[src/rtl/uart_pkg.sv]
// Shared constants and FSM encoding for the buffered UART transmitter.
// Imported by the TX top level.
package uart_pkg;

  localparam int UART_DATA_BITS  = 8;
  localparam int UART_FRAME_BITS = 10;
  localparam int UART_DIV_W      = 16;

  typedef enum logic [1:0] {
    IDLE,
    START,
    DATA,
    STOP
  } tx_state_e;

  function automatic logic [UART_DIV_W-1:0] eff_div(
    input logic [UART_DIV_W-1:0] div
  );
    return (div == '0) ? UART_DIV_W'(1) : div;
  endfunction

endpackage

[src/rtl/sync_fifo.sv]
// Single-clock first-word-fall-through FIFO.
// A write while full is ignored even if a pop happens on the same edge.
module sync_fifo #(
  parameter int WIDTH = 8,
  parameter int DEPTH = 32
) (
  input  logic                     clk,
  input  logic                     rst,
  input  logic                     push,
  input  logic                     pop,
  input  logic [WIDTH-1:0]         din,
  output logic [WIDTH-1:0]         dout,
  output logic                     full,
  output logic                     empty,
  output logic [$clog2(DEPTH):0]   level
);

  localparam int AW = $clog2(DEPTH);

  logic [WIDTH-1:0] mem [DEPTH];
  logic [AW-1:0]    wr_ptr;
  logic [AW-1:0]    rd_ptr;
  logic [AW:0]      count;
  logic             do_push;
  logic             do_pop;

  assign full    = (count == (AW+1)'(DEPTH));
  assign empty   = (count == '0);
  assign level   = count;
  assign dout    = mem[rd_ptr];
  assign do_push = push && !full;
  assign do_pop  = pop && !empty;

  always_ff @(posedge clk) begin
    if (do_push) begin
      mem[wr_ptr] <= din;
    end
  end

  always_ff @(posedge clk or posedge rst) begin
    if (rst) begin
      wr_ptr <= '0;
      rd_ptr <= '0;
      count  <= '0;
    end else begin
      if (do_push) begin
        wr_ptr <= wr_ptr + 1'b1;
      end
      if (do_pop) begin
        rd_ptr <= rd_ptr + 1'b1;
      end
      unique case ({do_push, do_pop})
        2'b10:   count <= count + 1'b1;
        2'b01:   count <= count - 1'b1;
        default: count <= count;
      endcase
    end
  end

endmodule

[src/rtl/uart_tx_fifo.sv]
// Buffered 8N1 UART transmitter, LSB first, runtime baud divisor.
// Frames run back to back while the queue holds data.
module uart_tx_fifo
  import uart_pkg::*;
#(
  parameter int FIFO_DEPTH = 32
) (
  input  logic                         clk,
  input  logic                         rst,
  input  logic [15:0]                  baud_div,
  input  logic                         uart_tx_start,
  input  logic [7:0]                   uart_tx_data_in,
  output logic                         uart_tx_pin,
  output logic                         uart_tx_full,
  output logic [$clog2(FIFO_DEPTH):0]  uart_tx_level,
  output logic                         uart_tx_busy,
  output logic                         uart_tx_overflow
);

  localparam logic [2:0] LAST_BIT = 3'(UART_DATA_BITS - 1);

  logic [7:0]  fifo_dout;
  logic        fifo_empty;
  logic        fifo_full;
  logic        pop;

  tx_state_e   state_q, state_d;
  logic [15:0] cnt_q, cnt_d;
  logic [15:0] div_q, div_d;
  logic [2:0]  bit_q, bit_d;
  logic [7:0]  sh_q, sh_d;
  logic        pin_q, pin_d;
  logic        ovf_q;
  logic        expired;
  logic [15:0] div_now;

  sync_fifo #(
    .WIDTH (UART_DATA_BITS),
    .DEPTH (FIFO_DEPTH)
  ) u_fifo (
    .clk   (clk),
    .rst   (rst),
    .push  (uart_tx_start),
    .pop   (pop),
    .din   (uart_tx_data_in),
    .dout  (fifo_dout),
    .full  (fifo_full),
    .empty (fifo_empty),
    .level (uart_tx_level)
  );

  assign expired = (cnt_q == '0);
  assign div_now = eff_div(baud_div);

  always_comb begin
    state_d = state_q;
    cnt_d   = cnt_q;
    div_d   = div_q;
    bit_d   = bit_q;
    sh_d    = sh_q;
    pin_d   = pin_q;
    pop     = 1'b0;
    unique case (state_q)
      IDLE: begin
        pin_d = 1'b1;
        if (!fifo_empty) begin
          pop     = 1'b1;
          sh_d    = fifo_dout;
          div_d   = div_now;
          cnt_d   = div_now - 16'd1;
          pin_d   = 1'b0;
          state_d = START;
        end
      end
      START: begin
        if (expired) begin
          pin_d   = sh_q[0];
          sh_d    = {1'b0, sh_q[7:1]};
          bit_d   = '0;
          cnt_d   = div_q - 16'd1;
          state_d = DATA;
        end else begin
          cnt_d = cnt_q - 16'd1;
        end
      end
      DATA: begin
        if (expired) begin
          cnt_d = div_q - 16'd1;
          if (bit_q == LAST_BIT) begin
            pin_d   = 1'b1;
            state_d = STOP;
          end else begin
            bit_d = bit_q + 3'd1;
            pin_d = sh_q[0];
            sh_d  = {1'b0, sh_q[7:1]};
          end
        end else begin
          cnt_d = cnt_q - 16'd1;
        end
      end
      STOP: begin
        if (!expired) begin
          cnt_d = cnt_q - 16'd1;
        end else if (!fifo_empty) begin
          // Chain straight into the next start bit, no idle gap.
          pop     = 1'b1;
          sh_d    = fifo_dout;
          div_d   = div_now;
          cnt_d   = div_now - 16'd1;
          pin_d   = 1'b0;
          state_d = START;
        end else begin
          pin_d   = 1'b1;
          state_d = IDLE;
        end
      end
      default: begin
        pin_d   = 1'b1;
        state_d = IDLE;
      end
    endcase
  end

  always_ff @(posedge clk or posedge rst) begin
    if (rst) begin
      state_q <= IDLE;
      cnt_q   <= '0;
      div_q   <= 16'd1;
      bit_q   <= '0;
      sh_q    <= '0;
      pin_q   <= 1'b1;
    end else begin
      state_q <= state_d;
      cnt_q   <= cnt_d;
      div_q   <= div_d;
      bit_q   <= bit_d;
      sh_q    <= sh_d;
      pin_q   <= pin_d;
    end
  end

  always_ff @(posedge clk or posedge rst) begin
    if (rst) begin
      ovf_q <= 1'b0;
    end else if (uart_tx_start && fifo_full) begin
      ovf_q <= 1'b1;
    end
  end

  assign uart_tx_pin      = pin_q;
  assign uart_tx_full     = fifo_full;
  assign uart_tx_overflow = ovf_q;
  assign uart_tx_busy     = !fifo_empty || (state_q != IDLE);

endmodule

[config.mk]
export PLATFORM = sky130hd
export DESIGN_NAME = uart_tx_fifo
export DESIGN_NICKNAME = d
export VERILOG_FILES = /design/src/rtl/uart_pkg.sv /design/src/rtl/sync_fifo.sv /design/src/rtl/uart_tx_fifo.sv
export SDC_FILE = /design/constraint.sdc
export NUM_CORES = 1
export LEC_CHECK = 0
export CORE_AREA = 4 4 244 246
export DETAILED_ROUTE_END_ITERATION = 7
export DIE_AREA = 0 0 248 250
export GPL_TIMING_DRIVEN = 1
export HOLD_SLACK_MARGIN = 0.05
export PLACE_DENSITY = 0.37
export SYNTH_ARGS = -nofsm -noshare
export SYNTH_HDL_FRONTEND = slang
export SYNTH_SLANG_ARGS = --single-unit
[constraint.sdc]
create_clock -name clk -period 4.1 [get_ports clk]
set_clock_uncertainty 0.2 [all_clocks]
set_input_delay 1.025 -clock clk [delete_from_list [all_inputs] [get_ports clk]]
set_output_delay 1.025 -clock clk [all_outputs]
set_load 0.05 [all_outputs]
# == Yosys cells after proc, flatten, opt, wreduce, memory -nomap -nowiden ==
# Memory sizes are Yosys's and may differ from the RTL's.
# Index checks and enable logic that the tools add are counted.
# word_totals
out_inout_bits,10
input_bits,27
ram_bits,256
memories,1
register_bits,63
word_cells,89
# mem_list
memory,depth,word_bits,rd,rd_ports_with_merged_regs,wr,line,text
u_fifo.mem,32,8,1,0,1,sync_fifo.sv:20,logic [WIDTH-1:0] mem [DEPTH];
# op_classes
mux,37
reduce_logical,20
add_sub_neg,8
eq_ne,13
# ops
operator,n
$mux 16,6
$pmux 16 s3,1
$sub 16x1->16 const B,3
$mux 8,5
$logic_not 16->1,2
$pmux 16 s2,1
$pmux 8 s4,1
$ne 2x2->1 const B,6
$pmux 6 s2,1
$add 5x1->5 const B,2
$mux 1,10
$mux 2,5
$mux 3,3
$pmux 2 s4,1
$reduce_and 4->1,2
$reduce_bool 2->1,4
$add 6x1->6 const B,1
$eq 2x2->1 const B,3
$eq 6x6->1 const B,1
$logic_not 6->1,1
$pmux 3 s2,1
$sub 6x1->6 const B,1
$reduce_and 5->1,1
$eq 2x1->1 const B,2
11 further kinds,14

# == Depth between registers and ports, before layout ==
# depth
depth_word,7
depth_mapped,15
mapped_depth_nobuf,14

# == By module ==
# Synthesis repeated with hierarchy kept, for this count alone.
# unflattened
hier_cells,919
area_unflattened_um2,14267.4
# modules_own_cells
module,area_per_inst_um2,cells_each,seq_area_each_um2,instances
sync_fifo,10954.3,559,8087.8,1
uart_tx_fifo,3313.2,360,1178.6,1

# == Worst setup path after synthesis ==
# OpenSTA, ideal clock, no wires.
# synth_path
kind,register to register
start,"register u_fifo.count[0], in the netlist u_fifo.level[0]"
end,"register u_fifo.count[5], in the netlist u_fifo.level[5]"
path_slack_ns,-0.382
path_stages_with_launch,13
period_less_slack_ns,4.482
path_buffers,1
arrival_ns,4.136
setup_time_ns,0.146
t_required_ns,3.754
cell_sequence,dfrtp_1 -> or4_4 -> nor3b_1 -> nor2b_1 -> clkbuf_1 -> inv_1 -> ha_1 -> ha_1 -> a21o_1 -> a21oi_1 -> or4_1 -> nand3_1 -> xor2_1
# synth_via
word_cells_on_any_way,15
classes_between,2 x add/sub; 3 x eq/ne; 4 x mux; 6 x reduce/logical
# synth_rtl
item,line,text
"start, declared",sync_fifo.sv:23,logic [AW:0] count;
"start signal, assigned",sync_fifo.sv:53,2'b10: count <= count + 1'b1;
"start signal, assigned",sync_fifo.sv:54,2'b01: count <= count - 1'b1;
"start signal, assigned",sync_fifo.sv:55,default: count <= count;
$eq 6x6->1 *,sync_fifo.sv:27,assign full = (count == (AW+1)'(DEPTH));
net uart_tx_full,uart_tx_fifo.sv:14,"output logic uart_tx_full,"
$logic_not 1->1 *,sync_fifo.sv:31,assign do_push = push && !full;
$logic_and 1x1->1 *,sync_fifo.sv:31,
$eq 2x1->1 or $eq 2x2->1 (tied branches),sync_fifo.sv:52,"unique case ({do_push, do_pop})"
$pmux 6 s2 or $reduce_bool 2->1 (tied branches),--,
# Mark *: on every way through the listed nets, which the timed path passes. The rest lies on a longest branch.
# A chain may end at the register's enable or synchronous reset.

# == Worst setup path after layout ==
# layout_path
start,"register u_fifo.count[0], in the netlist u_fifo.level[0]"
end,output port uart_tx_busy
# layout_via
elab_chain_len,3
# layout_rtl
item,line,text
$logic_not 6->1,sync_fifo.sv:28,assign empty = (count == '0);
$logic_not 1->1,uart_tx_fifo.sv:153,assign uart_tx_busy = !fifo_empty || (state_q != IDLE);
$logic_or 1x1->1,uart_tx_fifo.sv:153,
"end, declared",uart_tx_fifo.sv:16,"output logic uart_tx_busy,"
# Every way passes these cells.

==> impl_metrics.env <==
export IMPL_path_cells="or4_4 -> or4b_2 -> clkdlybuf4s15_2"
export IMPL_criticalPathCategory="reg2out"
export IMPL_antenna_found_initial=1
export IMPL_stdcell_count=1828
export IMPL_fmax_ghz=0.251
export IMPL_cts_setup_buffers=0
export IMPL_firstDrtPassIters=5
export IMPL_area_growth_pct=20.3
export IMPL_synth_area_leaders="edfxtp_1 (54%), dfrtp_1 (11%), mux4_2 (7.9%)"
export IMPL_finalPower_w=0.0122
export IMPL_portBuffers=36
export IMPL_critPathTopFamily="simple AND/OR/NAND/NOR gates"
export IMPL_layout_drive_gt1_share_pct=20.5
export IMPL_dr_first_iter_drc_count=583
export IMPL_leakage_nw=5.88
export IMPL_drc_errors=0
export IMPL_ir_worst_vdd_mv=0.314
export IMPL_cts_buffer_depth=3
export IMPL_drt_total_wl_mm=39.3
export IMPL_grt_pass1_vias=8799
export IMPL_die_w_um=248
export IMPL_routed_via_density=4.66
export IMPL_crit_fanout=5
export IMPL_numPlacedInstances=1759
export IMPL_holdBufCountCts=0
export IMPL_num_io_pins=37
export IMPL_cpPeakStageDelay_ns=0.79
export IMPL_routed_via_count=8516
export IMPL_yosysMostFrequentCell="edfxtp_1"
export IMPL_avgSynthCellArea_um2=15.3
export IMPL_fin_area_um2=17100
export IMPL_hold_violations=0
export IMPL_hp_class="reg2reg"
export IMPL_crit_path_top_delay_cell="or4b_2"
export IMPL_n_antenna_cell=0
export IMPL_clk_latency_ns=0.56
export IMPL_die_area_um2=62000
export IMPL_max_cap_violations=0
export IMPL_slew_viol_final=0
export IMPL_synth_top_area_share_pct=53.9
export IMPL_synth_cell_area_um2=14300
export IMPL_grt_pass1_wl_mm=59.3
export IMPL_arrival_ns=2.75
export IMPL_finalSetupViolations=0
export IMPL_rsz0062_at_grt="no"
export IMPL_status="completed"
export IMPL_cts_num_sinks=319
export IMPL_grt_max_degree=43
export IMPL_yosys_top_cells_count="edfxtp_1 (256), dfrtp_1 (61), nor2_1 (60)"
export IMPL_async_reset_ff_share_pct=19.7
export IMPL_yosysWarnings=0
export IMPL_crit_buf_inv=1
export IMPL_cts_made_buffers=39
export IMPL_routedWlPerCell_um=21.5
export IMPL_nets=1084
export IMPL_fin_crit_sh_pct=97.1
export IMPL_cts_tree="done"
export IMPL_fin_crit_ns=3.98
export IMPL_hold_ws_ns=0.259
export IMPL_synth_nets=981
export IMPL_clk_pin_slew_ns=0.05
export IMPL_overflow=0
export IMPL_critPathLaunchType="register"
export IMPL_clock_root_buffer="clkbuf_16"
export IMPL_worst_pin_slew_ns=1.03
export IMPL_place_congestion=0.739
export IMPL_netlist_instances=932
export IMPL_grt_total_usage_pct=12.8
export IMPL_placed_area_um2=16000
export IMPL_end_kind="output port"
export IMPL_cp_required_ns=2.87
export IMPL_die_y_um=250
export IMPL_drtAntennaViolNets=0
export IMPL_power_density_nw_per_um2=713
export IMPL_synthFlopType="edfxtp_1"
export IMPL_post_cts_resized=3
export IMPL_synth_area_leader_cell="edfxtp_1"
export IMPL_initial_core_util_pct=24.8
export IMPL_setup_tns_ns=0
export IMPL_ys_types=71
export IMPL_h_tree_depth=2
export IMPL_ys_ff_latch=319
export IMPL_dpl_hpwl_mm=26.2
export IMPL_synth_enable_flop_cells=256
export IMPL_ys_seq_area_share_pct=65.0
export IMPL_rows=88
export IMPL_design_core_area_um2=57400
export IMPL_slew_headroom_pct=31.2
path summary, 6_finish.rpt:
check,depth (start not counted),from,end,slack (ns)
max,3,u_fifo.level[0],uart_tx_busy,0.12
max reg2reg,13,cnt_q[0],u_fifo.level[5],0.55
min,1,uart_tx_overflow,uart_tx_overflow,0.26
max in group asynchronous,3,rst,uart_tx_pin,2.29
min reg2reg,1,uart_tx_overflow,uart_tx_overflow,0.26
min in group asynchronous,2,rst,sh_q[7],0.67
cell usage in the layout (no fill, tap or decap), drive strengths merged, types with 8 or more instances in the layout:
cell type        n
ha              21
a22oi           14
mux2i           34
o22ai            9
clkbuf          51
nor2            60
or4             11
o221ai          11
a21oi           24
clkdlybuf4s50   35
xor2            16
nor3            19
a211o           10
buf             75
nand2           36
a211oi          17
mux4            50
a31oi            9
inv             24
a22o            10
nor4            17
nor3b            8
edfxtp         256
o21ai           20
dfrtp           61
nand3           14
mux2            17
or3              8
clkinv          11
xnor2           25
sequential cells by signal (all words and copies together), names as in the netlist:
register and flops:
bit_q 3, cnt_q 16, div_q 16, sh_q 8
state_q 2, u_fifo.level 6, u_fifo.mem 256, u_fifo.rd_ptr 5
u_fifo.wr_ptr 5, uart_tx_overflow 1, uart_tx_pin 1
through the flow:
stage | setup slack (ns) | util, %
global placement | 0.285 | 27.8
finish | 0.120 | 29.9
floorplan | 0.170 | -
CTS | 0.0637 | 29.9
detailed placement | 0.259 | 27.8
global route | 0.0287 | 29.9
logic make-up (layout without fill, tap and decap cells):
| kind of cell | after synthesis | after routing | share of synthesized area, % |
|---|---|---|---|
| AO/OA/AOI/OAI | 166 | 166 | 8.42 |
| XOR/XNOR | 41 | 41 | 2.52 |
| AND/OR/NAND/NOR | 213 | 213 | 8.34 |
| adder cells (fa/ha/maj) | 22 | 22 | 1.98 |
| multiplexers | 101 | 101 | 11.6 |
| buffers and inverters | 70 | 201 | 2.11 |
| flip-flops | 319 | 319 | 65.0 |
power by group:
part / switching, W / internal (W)
registers: 0.000634 / 0.00399
clock network: 0.00137 / 0.00189
logic: 0.00239 / 0.00194
area by class of cell:
type                    count  area [µm²]
well taps                 765         957
repair buffers            111         950
multi-input cells         543        4700
fillers                  5711       40200
clock inverters            18         168
inverters                  21        78.8
flip-flops and latches    319        9270
clock buffers              51        1020
routing by layer:
layer | vias to the layer above | routed length, µm | GRT usage (%)
met5 | - | 0 | 0
met1 | 4439 | 17900 | 17.4
met2 | 111 | 19500 | 21.3
met4 | 0 | 850 | 3.48
met3 | 48 | 1090 | 1.89
li1 | 3918 | - | -
Power figures use the tool's default switching activity.
